File: src/rtl/sprite_reg_writer_if.sv
// Avalon-MM write-only register bus between sprite_reg_writer (master) and
// the VGA sprite/ball display peripheral (slave).
interface sprite_reg_writer_if #(
  parameter int ADDR_W = 6,
  parameter int DATA_W = 8
);
  logic              avm_chipselect;
  logic              avm_write;
  logic [ADDR_W-1:0] avm_address;
  logic [DATA_W-1:0] avm_writedata;
  logic              avm_waitrequest;

  modport master (
    output avm_chipselect,
    output avm_write,
    output avm_address,
    output avm_writedata,
    input  avm_waitrequest
  );

  modport slave (
    input  avm_chipselect,
    input  avm_write,
    input  avm_address,
    input  avm_writedata,
    output avm_waitrequest
  );
endinterface

File: src/rtl/sprite_reg_writer.sv
// Queues (addr, data, last) register updates and replays them as Avalon-MM writes.
// Define VBLANK_GATE_EN to start transfers only while vblank is high.
module sprite_reg_writer #(
  parameter int FIFO_DEPTH = 16,
  parameter int ADDR_W     = 6,
  parameter int DATA_W     = 8
) (
  input  logic                            clk,
  input  logic                            reset,
  input  logic                            in_valid,
  output logic                            in_ready,
  input  logic [ADDR_W-1:0]               in_addr,
  input  logic [DATA_W-1:0]               in_data,
  input  logic                            in_last,
  input  logic                            vblank,
  sprite_reg_writer_if.master             avm,
  output logic [$clog2(FIFO_DEPTH+1)-1:0] fifo_count,
  output logic                            busy,
  output logic                            batch_done
);

  localparam int CW = $clog2(FIFO_DEPTH + 1);
  localparam int PW = (FIFO_DEPTH > 1) ? $clog2(FIFO_DEPTH) : 1;
  localparam int EW = 1 + ADDR_W + DATA_W;

  localparam logic [0:0] IDLE  = 1'b0;
  localparam logic [0:0] WRITE = 1'b1;

  logic [0:0]        state;
  logic [EW-1:0]     mem [FIFO_DEPTH];
  logic [PW-1:0]     wr_ptr;
  logic [PW-1:0]     rd_ptr;
  logic [CW-1:0]     count;
  logic [EW-1:0]     head;
  logic              full;
  logic              push;
  logic              pop;
  logic              gate;
  logic              start_ok;
  logic              complete;
  logic              cs_r;
  logic              last_r;
  logic [ADDR_W-1:0] addr_r;
  logic [DATA_W-1:0] data_r;

`ifdef VBLANK_GATE_EN
  assign gate = vblank;
`else
  logic unused_vblank;
  assign unused_vblank = vblank;
  assign gate          = 1'b1;
`endif

  assign full     = (count == CW'(FIFO_DEPTH));
  assign in_ready = !full && !reset;
  assign push     = in_valid && in_ready;
  assign start_ok = (count != '0) && gate;
  assign complete = (state == WRITE) && !avm.avm_waitrequest;
  // A new entry is loaded from IDLE or on the completing edge of the current write.
  assign pop      = start_ok && ((state == IDLE) || complete);
  assign head     = mem[rd_ptr];

  always_ff @(posedge clk) begin
    if (push) begin
      mem[wr_ptr] <= {in_last, in_addr, in_data};
    end
  end

  always_ff @(posedge clk or posedge reset) begin
    if (reset) begin
      wr_ptr <= '0;
      rd_ptr <= '0;
      count  <= '0;
    end else begin
      if (push) begin
        wr_ptr <= wr_ptr + PW'(1);
      end
      if (pop) begin
        rd_ptr <= rd_ptr + PW'(1);
      end
      unique case ({push, pop})
        2'b10:   count <= count + CW'(1);
        2'b01:   count <= count - CW'(1);
        default: count <= count;
      endcase
    end
  end

  always_ff @(posedge clk or posedge reset) begin
    if (reset) begin
      state      <= IDLE;
      cs_r       <= 1'b0;
      last_r     <= 1'b0;
      addr_r     <= '0;
      data_r     <= '0;
      batch_done <= 1'b0;
    end else begin
      batch_done <= complete && last_r;
      unique case (state)
        IDLE: begin
          if (pop) begin
            state <= WRITE;
            cs_r  <= 1'b1;
          end
        end
        WRITE: begin
          if (complete && !pop) begin
            state <= IDLE;
            cs_r  <= 1'b0;
          end
        end
        default: begin
          state <= IDLE;
          cs_r  <= 1'b0;
        end
      endcase
      if (pop) begin
        {last_r, addr_r, data_r} <= head;
      end
    end
  end

  assign avm.avm_chipselect = cs_r;
  assign avm.avm_write      = cs_r;
  assign avm.avm_address    = addr_r;
  assign avm.avm_writedata  = data_r;

  assign fifo_count = count;
  assign busy       = (count != '0) || (state == WRITE);

endmodule

File: src/flat_wrapper.sv
// flat-port wrapper written by rule: the top's interface ports become plain ports
module sprite_reg_writer_flat 
#(
  parameter int FIFO_DEPTH = 16,
  parameter int ADDR_W     = 6,
  parameter int DATA_W     = 8
)
  (clk, reset, in_valid, in_ready, in_addr, in_data, in_last, vblank, fifo_count, busy, batch_done, avm_avm_chipselect, avm_avm_write, avm_avm_address, avm_avm_writedata, avm_avm_waitrequest);
  sprite_reg_writer_if #(.ADDR_W(ADDR_W), .DATA_W(DATA_W)) avm_i ();
  input  logic clk;
  input  logic reset;
  input  logic in_valid;
  output logic in_ready;
  input  logic [ADDR_W-1:0] in_addr;
  input  logic [DATA_W-1:0] in_data;
  input  logic in_last;
  input  logic vblank;
  output logic [$clog2(FIFO_DEPTH+1)-1:0] fifo_count;
  output logic busy;
  output logic batch_done;
  output wire logic [$bits(avm_i.avm_chipselect)-1:0] avm_avm_chipselect;
  output wire logic [$bits(avm_i.avm_write)-1:0] avm_avm_write;
  output wire logic [$bits(avm_i.avm_address)-1:0] avm_avm_address;
  output wire logic [$bits(avm_i.avm_writedata)-1:0] avm_avm_writedata;
  input wire logic [$bits(avm_i.avm_waitrequest)-1:0] avm_avm_waitrequest;
  assign avm_avm_chipselect = avm_i.avm_chipselect;
  assign avm_avm_write = avm_i.avm_write;
  assign avm_avm_address = avm_i.avm_address;
  assign avm_avm_writedata = avm_i.avm_writedata;
  assign avm_i.avm_waitrequest = avm_avm_waitrequest;
  sprite_reg_writer #(.FIFO_DEPTH(FIFO_DEPTH), .ADDR_W(ADDR_W), .DATA_W(DATA_W)) u_core (.clk(clk), .reset(reset), .in_valid(in_valid), .in_ready(in_ready), .in_addr(in_addr), .in_data(in_data), .in_last(in_last), .vblank(vblank), .avm(avm_i), .fifo_count(fifo_count), .busy(busy), .batch_done(batch_done));
endmodule
File: config.mk
export PLATFORM = sky130hd
export DESIGN_NAME = sprite_reg_writer_flat
export DESIGN_NICKNAME = d
export VERILOG_FILES = /design/src/rtl/sprite_reg_writer_if.sv /design/src/rtl/sprite_reg_writer.sv /design/src/flat_wrapper.sv
export SDC_FILE = /design/constraint.sdc
export NUM_CORES = 1
export LEC_CHECK = 0
export ABC_AREA = 1
export ABC_CLOCK_PERIOD_IN_PS = 5700
export BUFFER_PORTS_ARGS = -buffer_cell sky130_fd_sc_hd__buf_2
export CORE_MARGIN = 4
export CORE_UTILIZATION = 55
export DETAILED_ROUTE_END_ITERATION = 8
export PLACE_DENSITY = 0.77
export SLEW_MARGIN = 20
export SYNTH_ARGS = -nofsm -noshare
export SYNTH_HDL_FRONTEND = slang
export SYNTH_SLANG_ARGS = --single-unit
File: constraint.sdc
create_clock -name clk -period 5.7 [get_ports clk]
set_input_delay 0 -clock clk [delete_from_list [all_inputs] [get_ports clk]]
set_output_delay 0 -clock clk [all_outputs]
set_load 0.01 [all_outputs]
---- Word-level counts from Yosys, hierarchy flattened ----
Memories as Yosys holds them, arrays and structs flattened. A register that Yosys moved wholly into a read port is not among the register bits.
Cells that the tools add are included.
operators by class
  reduce and logical (&&, ||, !) cells .... 15
  muxes and demuxes ....................... 9
  add/subtract/negate cells ............... 4
  eq/ne operators ......................... 5
  bitwise gates (word level) .............. 1
operators with widths
  kind                                                                    number
  5-bit one-hot mux with 2 select lines                                   1
  4-bit by 1-bit adder with 4-bit output (second input constant)          2
  1-bit logical AND                                                       6
  1-bit two-way mux                                                       6
  5-bit by 1-bit adder with 5-bit output (second input constant)          1
  5-bit equality test (second input constant)                             1
  5-bit nonzero test                                                      1
  5-bit by 1-bit subtractor with 5-bit output (second input constant)     1
  1-bit logical NOT                                                       4
  1-bit one-hot mux with 2 select lines                                   2
  2-bit by 1-bit equality test with 1-bit output (second input constant)  1
  2-bit equality test (second input constant)                             1
  1-bit logical OR                                                        2
  2-bit by 1-bit != test with 1-bit output (second input constant)        1
  2-bit != test (second input constant)                                   1
  2-bit AND reduction                                                     1
  2-bit nonzero test                                                      1
  1-bit inverter                                                          1
word-level totals
  memory bits (writable) .................. 240
  memories kept ........................... 1
  bits in registers ....................... 16
  bits of input ports ..................... 20
  output and inout port bits .............. 24
memories
  memory      depth  bits a word  read ports  clocked after memory_dff  wr ports  RTL line                 text
  u_core.mem  16     15           1           1                         1         sprite_reg_writer.sv:30  logic [EW-1:0] mem [FIFO_DEPTH];

---- Logic depth before layout (Yosys ltp) ----
Gate-level depths: netlist of run 1.
  word-level depth ........................ 8
  gate-level depth with buffers ........... 16
  gate-level depth less buffers ........... 15

---- Worst setup path before layout of run 1 ----
No wires, ideal clock.
  path kind ............................... input port to flip-flop
  start ................................... input port reset
  end ..................................... memory u_core.mem[15][0] in the netlist's numbering (enable)
  setup time .............................. 0.386 ns
  slack ................................... 3.265 ns
  required time ........................... 5.314 ns
  stages on the path ...................... 5
  data arrival time ....................... 2.049 ns
  cells stage by stage .................... inv_1 nand3_1 nor2_1 nand2_1 nor2_1
between the ends
  cells in the longest elaborated chain, start to end .. 5
RTL lines
  element                                  RTL line                 text
  from (decl)                              flat_wrapper.sv:11       input logic reset;
  1-bit logical NOT                        sprite_reg_writer.sv:55  assign in_ready = !full && !reset;
  1-bit logical AND                        sprite_reg_writer.sv:55
  1-bit logical AND                        sprite_reg_writer.sv:56  assign push = in_valid && in_ready;
  1-bit two-way mux                        sprite_reg_writer.sv:64  if (push) begin
  1-bit two-way mux (not written as such)  sprite_reg_writer.sv:65  mem[wr_ptr] <= {in_last, in_addr, in_data};
  to (decl)                                sprite_reg_writer.sv:30
No other way between the ends.

==> results.md, run 1 <==
- Pleak: between 5 and 6 nW
- Largest net degree at the start of global routing: between 90 and 100
- H-tree Lvls: 1
- Cell count after placement: 1444
- NumNets Final: about 1200
- Total power: 6.41 mW
- Via density: ~5.3
- Min-delay worst type: in2async
- Post-route clock period utilization: 0.547
- Clock buffer depth: 3
- Max VDD drop: 0.388 mV
- Final Hold Viols: 0
- Final std cells w/o fill: approximately 1500
- Worst skew pair latency: about 530 ps
- Clock transition at the registers of the reported paths: approximately 60 ps
- # resized after CTS: 0
- Initial antenna violation count: 0
- Total number of vias: ~8100
- Syn Inst Count: about 1200
- Core box area: 21200 µm²
- #FFs+latches synth: 271
- GPL Wtd Cong: between 0.8 and 0.9
- Initial DRC Count: around 940
- Metal1 wirelength: approximately 11 mm
- GR Overflow Total: 0
- MaxCap Viol Count: 0
- Routed wl met2: around 13 mm
- Slew at the pin closest to its max-slew limit: 1140 ps
- Critical Path RT: 6120 ps
- Pins Over Slew Limit: 0
- DPL Wire Length: about 15 mm
- Number of CTS-inserted buffers: 27
- CTS tree: done
- Cell Area, Synth: 11900 µm²
- Met3 WL: roughly 2.5 mm
- Port Buf Inserts: 42
- Global-route wire length before repair: between 40 and 50 mm
- Layout Skew: 12.2 ps
- Yosys warns: 0
- Critical path peak fanout: 61
- # Post-CTS Setup Buffers: 0
- # DRC: 0
- Sw Share: 0.359
- Ant. Diodes: 0
- Post-synthesis sequential area ratio: 0.672
- Unique masters post-synth: 26
- Top achievable clock speed: around 320 MHz
- Setup_tns: 0 ps
- P&R area growth vs syn: 12.8%
- DIE WIDTH: ~150 µm
- Antenna viol nets, final: 0
- First-pass detailed-route iteration total: 5
- Root Driver: clkbuf_16
- Power share of the combinational group: 0.316
- Relative max-transition margin: 0.236
- Final setup violation count: 0
- Final wirelength: around 27 mm
- Minimum clock period: slightly above 3000 ps
- Worst Path Class, Setup: reg2reg
- Post-Syn Nets: 1195
- P_int: approximately 4.1 mW
- Clk sinks: approximately 270
- DIE HEIGHT: ~150 µm
- Row cnt: 53
- I/O pin cnt: between 40 and 50
- Top Layer Used: met4
- RSZ-0062 raised after global routing: false
- Die Footprint: approximately 24000 µm²
- Vias in the first global route: around 8000
- CP startpoint kind: flip-flop
- PD cells: between 400 and 500 nW/µm²
- Sequential power share: 0.395
- Crit path capture type: flip-flop
- Initial core utilization: 0.562
- Clock power frac: 0.289
- Status: completed
- Wirelength per Cell: 17.9 µm
- Fraction of layout cells with a size suffix above 1: 0.101
- Mean Syn Cell Area: between 10 and 15 µm²
- All-Layer GR Usage: 0.225
- Arrival time at the worst endpoint: ~3500 ps
- Psw: around 2.3 mW
power groups by stage:
| stage | Clock (mW) | Combinational [mW] | Sequential, mW |
|---|---|---|---|
| 5_1_grt | 1.97 | 2.27 | 2.55 |
| 3_3_place_gp | 0 | 1.92 | 2.56 |
| 6_report | 1.85 | 2.03 | 2.53 |
| 4_1_cts | 1.87 | 2.01 | 2.53 |
| 3_5_place_dp | 0 | 1.98 | 2.56 |
| 2_1_floorplan | 0 | 1.48 | 2.51 |
metrics by stage:
stage,worst slack (ps),hold slack (ps),instance area [µm²],util
2_1_floorplan,3260,98.9,11900,-
3_3_place_gp,2710,108,12300,0.579
3_5_place_dp,2690,118,12300,0.580
4_1_cts,2650,107,13400,0.633
5_1_grt,2310,170,13400,0.634
6_report,2580,119,13400,0.634
per-layer routing:
metal	global-route usage	up-vias
met5	0	-
met3	0.0378	68
li1	-	3829
met4	0.0681	0
met1	0.308	3772
met2	0.374	393
worst max-delay path, stage by stage (launching register included):
cell and delay [ps]:
dfrtp_4 710, clkinv_2 830, buf_4 630, nand2_1 150, nand2_1 60, nand2_1 60
nand3_1 70, nand3_1 90, nand2_1 190, nand2_1 100, nand2_1 50
registers in the layout (all words and copies together) (netlist names):
register,flops
u_core.fifo_count,5
u_core.rd_ptr,4
u_core.state,1
u_core.wr_ptr,4
u_core.avm.avm_chipselect,1
u_core.last_r,1
u_core.mem,240
u_core.batch_done,1
u_core.avm.avm_writedata,8
u_core.avm.avm_address,6
repair_timing:
item                                   4_1_cts  5_1_grt
endpoints found under the hold margin      276        0
setup endpoints to repair                    0        0
hold buffers                                18        0
placed cells by master (no fill, tap or decap), types with 8 or more instances in the layout:
master	count
clkbuf_16	29
xor2_1	8
dlygate4sd3_1	18
nor2_2	13
nand3_1	189
edfxtp_1	240
nand2_1	395
buf_2	42
buf_4	15
inv_1	201
dfrtp_1	29
ha_1	9
cell usage after synthesis (all sizes together):
master / count / area share
a21boi: 1 / 0.00063
a21oi: 1 / 0.00042
buf: 45 / 0.026
clkbuf: 9 / 0.0028
clkinv: 1 / 0.00032
dfrtp: 31 / 0.065
edfxtp: 240 / 0.61
ha: 9 / 0.0095
inv: 204 / 0.064
nand2: 396 / 0.13
nand3: 189 / 0.080
nand4: 1 / 0.00053
nor2: 20 / 0.0065
o21ai: 7 / 0.0036
o21bai: 1 / 0.00063
or2: 2 / 0.0013
xnor2: 1 / 0.00074
xor2: 8 / 0.0059
logic make-up (layout without fill, tap and decap cells):
logic type,count (synthesis),count (layout),share of synthesized area
AO/OA/AOI/OAI,10,10,0.00526
XOR/XNOR,9,9,0.00663
adder cells (fa/ha/maj),9,9,0.00948
buffers and inverters,259,330,0.0932
flip-flops,271,271,0.672
AND/OR/NAND/NOR,608,608,0.214
final cells by class:
cell class	count	area, µm²
clock buffers	37	786
clock inverters	13	164
fillers	1575	7750
inverters	205	771
multi-input cells	636	2850
flip-flops and latches	271	7990
well taps	275	344
repair buffers	75	503
worst paths after layout:
check,from,cells after the start,slack (ps),to
setup reg to reg,u_core.rd_ptr[0],10,2580,u_core.avm.avm_address[5]
setup / recovery,u_core.rd_ptr[0],10,2580,u_core.avm.avm_address[5]
hold reg to reg,u_core.avm.avm_address[1],2,470,u_core.avm.avm_address[1]
max in group asynchronous,reset,4,5250,u_core.rd_ptr[0]
min in group clk,avm_avm_waitrequest,4,280,u_core.batch_done
hold / removal,reset,4,120,u_core.avm.avm_chipselect
Note: power is estimated with default switching activity, not from simulation.
==> inputs of run 2 (changes only) <==
- ABC_AREA: 1 -> 0
- ABC_CLOCK_PERIOD_IN_PS: 5700 -> 2800
- PLACE_DENSITY: 0.77 -> 0.8
- clock period: 5.7 -> 2.8 ns (I/O delays scaled with it)
==> run 2 against run 1 <==
Compared with the run above:
- largest power group unchanged
- power increased by 87%
- wire length decreased by 15%
- clock-buffer cell count rose by 2
- sequential power increased by 110%
- worst setup slack worse by 2500 ps
- cell area shrank 8.5%
- utilization increased by 1.8 points
- sequential share of layout area up 5.5 points
- hold slack better by 78 ps
- via count decreased by 33%
- non-clock buffer count increased by 5
==> results.md, run 2 <==
- Top achievable clock speed: 369 MHz
- Worst skew pair latency: between 500 and 600 ps
- Relative max-transition margin: 0.262
- Synth area leaders: edfxtp_1 68%, mux4_2 13%, dfrtp_1 7.3%
- Post-synthesis sequential area ratio: 0.754
- CP top delay family: compound AO/OA/AOI/OAI gates
- Final setup violation count: 0
- Yosys warns: 0
- Fraction of layout cells with a size suffix above 1: 0.323
- Final Hold Viols: 0
- Synth area leader: edfxtp_1
- Placement Cell Area: between 10000 and 15000 µm²
- # DRC: 0
- Cell Area, Synth: approximately 11000 µm²
- NumNets Final: between 600 and 700
- Vias in the first global route: ~5700
- Minimum clock period: between 2000 and 3000 ps
- Yosys top cell area share: 0.681
- Filler instances: 1155
- Pleak: ~4 nW
- Syn Inst Count: 511
- Clock buffer depth: 3
- I/O pin cnt: 44
- Unique masters post-synth: between 40 and 50
- All-Layer GR Usage: 0.219
- Initial antenna violation count: 0
- DIE HEIGHT: approximately 150 µm
- Buf/Inv on CP: 1
- Max VDD drop: 0.608 mV
- Via density: 6.25
- Adder-cell share of the synthesized area: 0.0106
- Setup WS pre-CTS: -108 ps
- Reg-to-reg slack, setup: 90 ps
- Crit-path cells: or4_4 > o211a_4 > inv_4 > ha_4 > xor2_1 > ha_1 > o21a_1 > o21a_1 > o32ai_1 > xnor2_1
- CTS tree: done
- Clk sinks: between 200 and 300
- Post-synthesis mux area share: 0.146
- Pins Over Slew Limit: 0
- P&R area growth vs syn: 15.9%
- # Post-CTS Setup Buffers: 0
- Cell count after placement: approximately 800
- Critical path peak fanout: 8
- Root Driver: clkbuf_16
- #FFs+latches synth: 271
- Top-count cell post-synth: edfxtp_1
- Worst Path Class, Setup: reg2reg
- Initial core utilization: 0.562
- CP peak stage delay: a little under 600 ps
- CP startpoint kind: flip-flop
- Post-synth EDFFs: 240
- Most Frequent Cell on Critical Path: o21a_1
- Post-route cell area: approximately 12000 µm²
- Ant. Diodes: 0
- Min-delay worst type: in2reg
- DIE WIDTH: roughly 150 µm
- Final worst setup slack: roughly 90 ps
- Post-Syn Nets: between 500 and 600
- Largest net degree at the start of global routing: 50
- Most frequent cells in the layout: 240 x edfxtp_1, 60 x mux4_2, 42 x buf_2
- Most common cell after layout, fill and taps aside: edfxtp_1
- MaxCap Viol Count: 0
- Synth Area in Compound Gates: 0.0372
- Die Footprint: approximately 22000 µm²
- Post-Synth XOR/XNOR Area: 0.00993
- Global-route wire length before repair: approximately 35 mm
- Port Buf Inserts: 42
- Core box area: about 19000 µm²
- Layout Skew: ~11 ps
- Arrival time at the worst endpoint: about 3200 ps
- Crit path capture type: flip-flop
- RSZ-0062 raised after global routing: false
- Final wirelength: approximately 23 mm
- GPL Wtd Cong: between 0.8 and 0.9
- Row cnt: 50
- GR Overflow Total: 0
- Post-route clock period utilization: 0.968
- Post-Synth Simple-Gate Area: 0.0238
- Register name with the most flops: u_core.mem
- First-pass detailed-route iteration total: 5
- DPL Wire Length: 12.9 mm
- Slowest CP cell: or4_4
- Wirelength per Cell: about 26 µm
- Number of CTS-inserted buffers: 27
- Final std cells w/o fill: 870
- Slew at the pin closest to its max-slew limit: 1110 ps
- Antenna viol nets, final: 0
- Critical Path RT: around 3200 ps
- Main combinational cell family by area after synthesis: multiplexers
- Async S/R FF share, synth: 0.114
- Status: completed
- Clock transition at the registers of the reported paths: around 60 ps
- Initial DRC Count: 669
- H-tree Lvls: 1
- Largest register FFs: 240
- PD cells: ~980 nW/µm²
- Synth top cells by count: 240 x edfxtp_1, 60 x mux4_2, 31 x dfrtp_1
- Post-synth top flop: edfxtp_1
- Mean Syn Cell Area: approximately 21 µm²
- Total number of vias: 5440
[run 2: cell count changes after synthesis, sizes merged, moves of 4 or more]
cell / previous run / this run
nor2: 20 / 7
clkbuf: 9 / 13
inv: 204 / 9
o21ai: 7 / 3
nor4: 0 / 5
buf: 45 / 17
nand3: 189 / 1
nand2: 396 / 7
o22ai: 0 / 30
mux4: 0 / 60
mux2: 0 / 17
a21oi: 1 / 18
xnor2: 1 / 7
and2: 0 / 8
[run 2: cell type report]
| type | count | area [µm²] | area share |
|---|---|---|---|
| sequential | 271 | 7990 | 0.651 |
| multi-input combinational | 201 | 2450 | 0.200 |
| clock buffer | 39 | 781 | 0.0637 |
| timing repair buffer | 80 | 578 | 0.0471 |
| tap | 260 | 325 | 0.0265 |
| clock inverter | 10 | 103 | 0.00836 |
| inverter | 9 | 36.3 | 0.00296 |
[run 2: cells by family (layout without fill, tap and decap cells)]
kind of cell / Yosys count / in the layout
DFF: 271 / 271
and+or+nand+nor: 42 / 42
buffers and inverters: 39 / 138
muxes: 77 / 77
xor gates and xnor gates: 12 / 12
adders and majority gates: 9 / 9
AOI/OAI and AO/OA: 61 / 61
[run 2: metrics by stage]
step | total power [mW] | utilization | hold slack, ps | TNS, ps
floorplan | 7.49 | - | 44.1 | -11080
global placement | 8.31 | 0.594 | 180 | 0
detailed placement | 8.46 | 0.594 | 185 | -122
CTS | 12.0 | 0.651 | 179 | 0
global route | 12.5 | 0.651 | 213 | 0
finish | 12.0 | 0.651 | 197 | 0
[run 2: per-layer routing]
layer  part of all wire  GRT usage  vias to the layer above
met3              0.071     0.0330                       51
met5                  0          0                        -
met2               0.52      0.375                      292
li1                   -          -                     2255
met4              0.026     0.0626                        0
met1               0.38      0.297                     2842
[run 2: final timing paths]
kind,startpoint,end,cells after the start
worst max-delay path,u_core.fifo_count[0],u_core.fifo_count[4],10
worst min-delay path,avm_avm_waitrequest,u_core.batch_done,3
worst max register to register,u_core.fifo_count[0],u_core.fifo_count[4],10
worst min register to register,u_core.state,u_core.avm.avm_chipselect,1
max in group asynchronous,reset,u_core.rd_ptr[2],4
min in group asynchronous,reset,u_core.avm.avm_writedata[4],4
[run 2: timing repair]
item / in CTS / in global routing
setup endpoints to repair: 2 / 13
resized for setup: 2 / 1
hold buffers: 18 / 0
hold endpoints to repair: 278 / 0
[run 2: power by group]
part           switching, mW  internal (mW)  leakage (nW)
Combinational           1.64           1.61          1.13
Sequential             0.392           4.82          2.51
Clock                   1.42           2.11         0.441
[run 2: worst reg2reg max path: cells and delay by family, from the launching register on]
kind,cells,cell delay [ps]
adders and majority gates,2,430
DFF,1,400
AOI/OAI and AO/OA,4,850
xor gates and xnor gates,2,250
and+or+nand+nor,1,580
buffers and inverters,1,130
==> inputs of run 3 (changes only) <==
- CTS_BUF_LIST: not set -> sky130_fd_sc_hd__clkbuf_8
==> run 3 against run 2 <==
Compared with the run above:
- fmax rose by 3.0%
- clock power fell by 16%
- largest cell class unchanged
- critical endpoint unchanged
- hold slack got worse by 2.7 ps
- sequential power barely moved
==> results.md, run 3 (synthesis gave the netlist of run 2 again) <==
- Clk sinks: between 200 and 300
- Most common cell after layout, fill and taps aside: edfxtp_1
- DIE HEIGHT: about 150 µm
- Min-delay src: avm_avm_waitrequest
- Minimum clock period: ~2600 ps
- Register name with the most flops: u_core.mem
- PD cells: 936 nW/µm²
- Antenna viol nets, final: 0
- Worst skew pair latency: 540 ps
- Critical Path RT: between 3000 and 4000 ps
- # DRC: 0
- Final Hold Viols: 0
- Core box area: 18800 µm²
- GR Overflow Total: 0
- Min-delay worst type: in2reg
- Status: completed
- Layout Skew: approximately 20 ps
- RSZ-0062 raised after global routing: false
- NumNets Final: 636
- DIE WIDTH: 147 µm
- Arrival time at the worst endpoint: between 3000 and 4000 ps
- Initial antenna violation count: 1
- CTS tree: done
- R2r startpoint: u_core.fifo_count[0]
- Port Buf Inserts: 42
- All-Layer GR Usage: 0.212
- Most Frequent Cell on Critical Path: o21a_1
- I/O pin cnt: 44
- P&R area growth vs syn: 15.0%
- Worst Path Class, Setup: reg2reg
- CP startpoint kind: flip-flop
- CP peak stage delay: about 580 ps
- Crit path capture type: flip-flop
- MaxCap Viol Count: 0
- Vias in the first global route: approximately 5800
- Wirelength per Cell: 24.6 µm
- Initial core utilization: 0.562
- Cell count after placement: between 800 and 900
- DPL Wire Length: about 13 mm
- Initial DRC Count: around 610
- Largest net degree at the start of global routing: 50
- Max VDD drop: 0.350 mV
- Final std cells w/o fill: 900
- Die Footprint: about 22000 µm²
- Root Driver: clkbuf_8
- Slew at the pin closest to its max-slew limit: approximately 1100 ps
- Clock transition at the registers of the reported paths: 60 ps
- Slowest CP cell: or4_4
- Final setup violation count: 0
- Via density: 6.04
- Total number of vias: between 5000 and 6000
- Crit-path cells: or4_4 > o211a_4 > inv_4 > ha_4 > xor2_1 > ha_1 > o21a_1 > o21a_1 > o32ai_1 > xnor2_1
- Critical path launch point: u_core.fifo_count[0]
- Pleak: about 4 nW
- Row cnt: 50
- First-pass detailed-route iteration total: 5
- Relative max-transition margin: 0.295
- Largest register FFs: between 200 and 250
- Pins Over Slew Limit: 0
- H-tree Lvls: 2
- Number of CTS-inserted buffers: 43
- Post-route clock period utilization: 0.940
- Global-route wire length before repair: roughly 34 mm
- Final wirelength: about 22 mm
- GPL Wtd Cong: around 0.83
- Most frequent cells in the layout: 240 x edfxtp_1, 60 x mux4_2, 47 x clkbuf_8
- Fraction of layout cells with a size suffix above 1: 0.329
- Clock buffer depth: 3
- Hold slack: just under 200 ps
- Critical path peak fanout: 8
- Top achievable clock speed: between 300 and 400 MHz
[run 3: changes by cell type in the layout (fill, tap and decap cells not counted), sizes merged]
cell / before / now
buf: 62 / 63
bufinv: 2 / 0
clkbuf: 39 / 47
clkinv: 7 / 8
clkinvlp: 0 / 3
diode: 0 / 1
inv: 10 / 28
[run 3: final timing paths]
kind,end,slack (ps),cells past startpoint
min in group asynchronous,u_core.fifo_count[2],220,4
min reg2reg,u_core.avm.avm_chipselect,510,1
min,u_core.batch_done,190,3
max,u_core.fifo_count[4],170,10
max in group asynchronous,u_core.rd_ptr[2],2200,4
max reg2reg,u_core.fifo_count[4],170,10
[run 3: metal layers]
metal,up-vias,global-route usage,part of all wire
met5,-,0,0
met1,2762,0.282,0.37
met3,55,0.0432,0.084
met2,312,0.356,0.52
met4,0,0.0734,0.026
li1,2304,-,-
[run 3: timing repair]
action / 4_1_cts / 5_1_grt
gates resized for setup: 2 / 1
endpoints found under the setup margin: 2 / 4
setup buffers: 0 / 1
endpoints found under the hold margin: 278 / 0
hold buffers: 18 / 0
[run 3: power breakdown]
part	internal (mW)	leakage [nW]	switching [mW]	total, mW
registers	4.82	2.51	0.388	5.21
logic	1.61	1.13	1.60	3.20
clock network	1.54	0.461	1.44	2.98
total	7.97	4.10	3.42	11.4
[run 3: worst max-delay path: cells and delay by family (launching register included)]
| kind | cells | cell delay (ps) |
|---|---|---|
| AO/OA/AOI/OAI | 4 | 830 |
| XOR/XNOR | 2 | 230 |
| adder cells (fa/ha/maj) | 2 | 370 |
| buffers and inverters | 1 | 120 |
| flip-flops | 1 | 400 |
| AND/OR/NAND/NOR | 1 | 580 |
[run 3: per-stage QoR]
stage | worst slack [ps] | total power, mW | TNS [ps] | util | instance area (µm²)
after floorplan | -185 | 7.49 | -11080 | - | 10600
after global placement | 76.7 | 8.31 | 0 | 0.594 | 11200
after detailed placement | -108 | 8.46 | -122 | 0.594 | 11200
after CTS | 42.2 | 11.5 | 0 | 0.646 | 12200
after global routing | 25.6 | 11.9 | 0 | 0.646 | 12200
final | 168 | 11.4 | 0 | 0.646 | 12200
[run 3: final cells by class]
type	instances	area, µm²
clock buffer	47	647
multi-input combinational	201	2450
antenna	1	2.50
timing repair buffer	81	586
tap	260	325
inverter	9	36.3
clock inverter	30	129
fill	1189	6660
sequential	271	7990
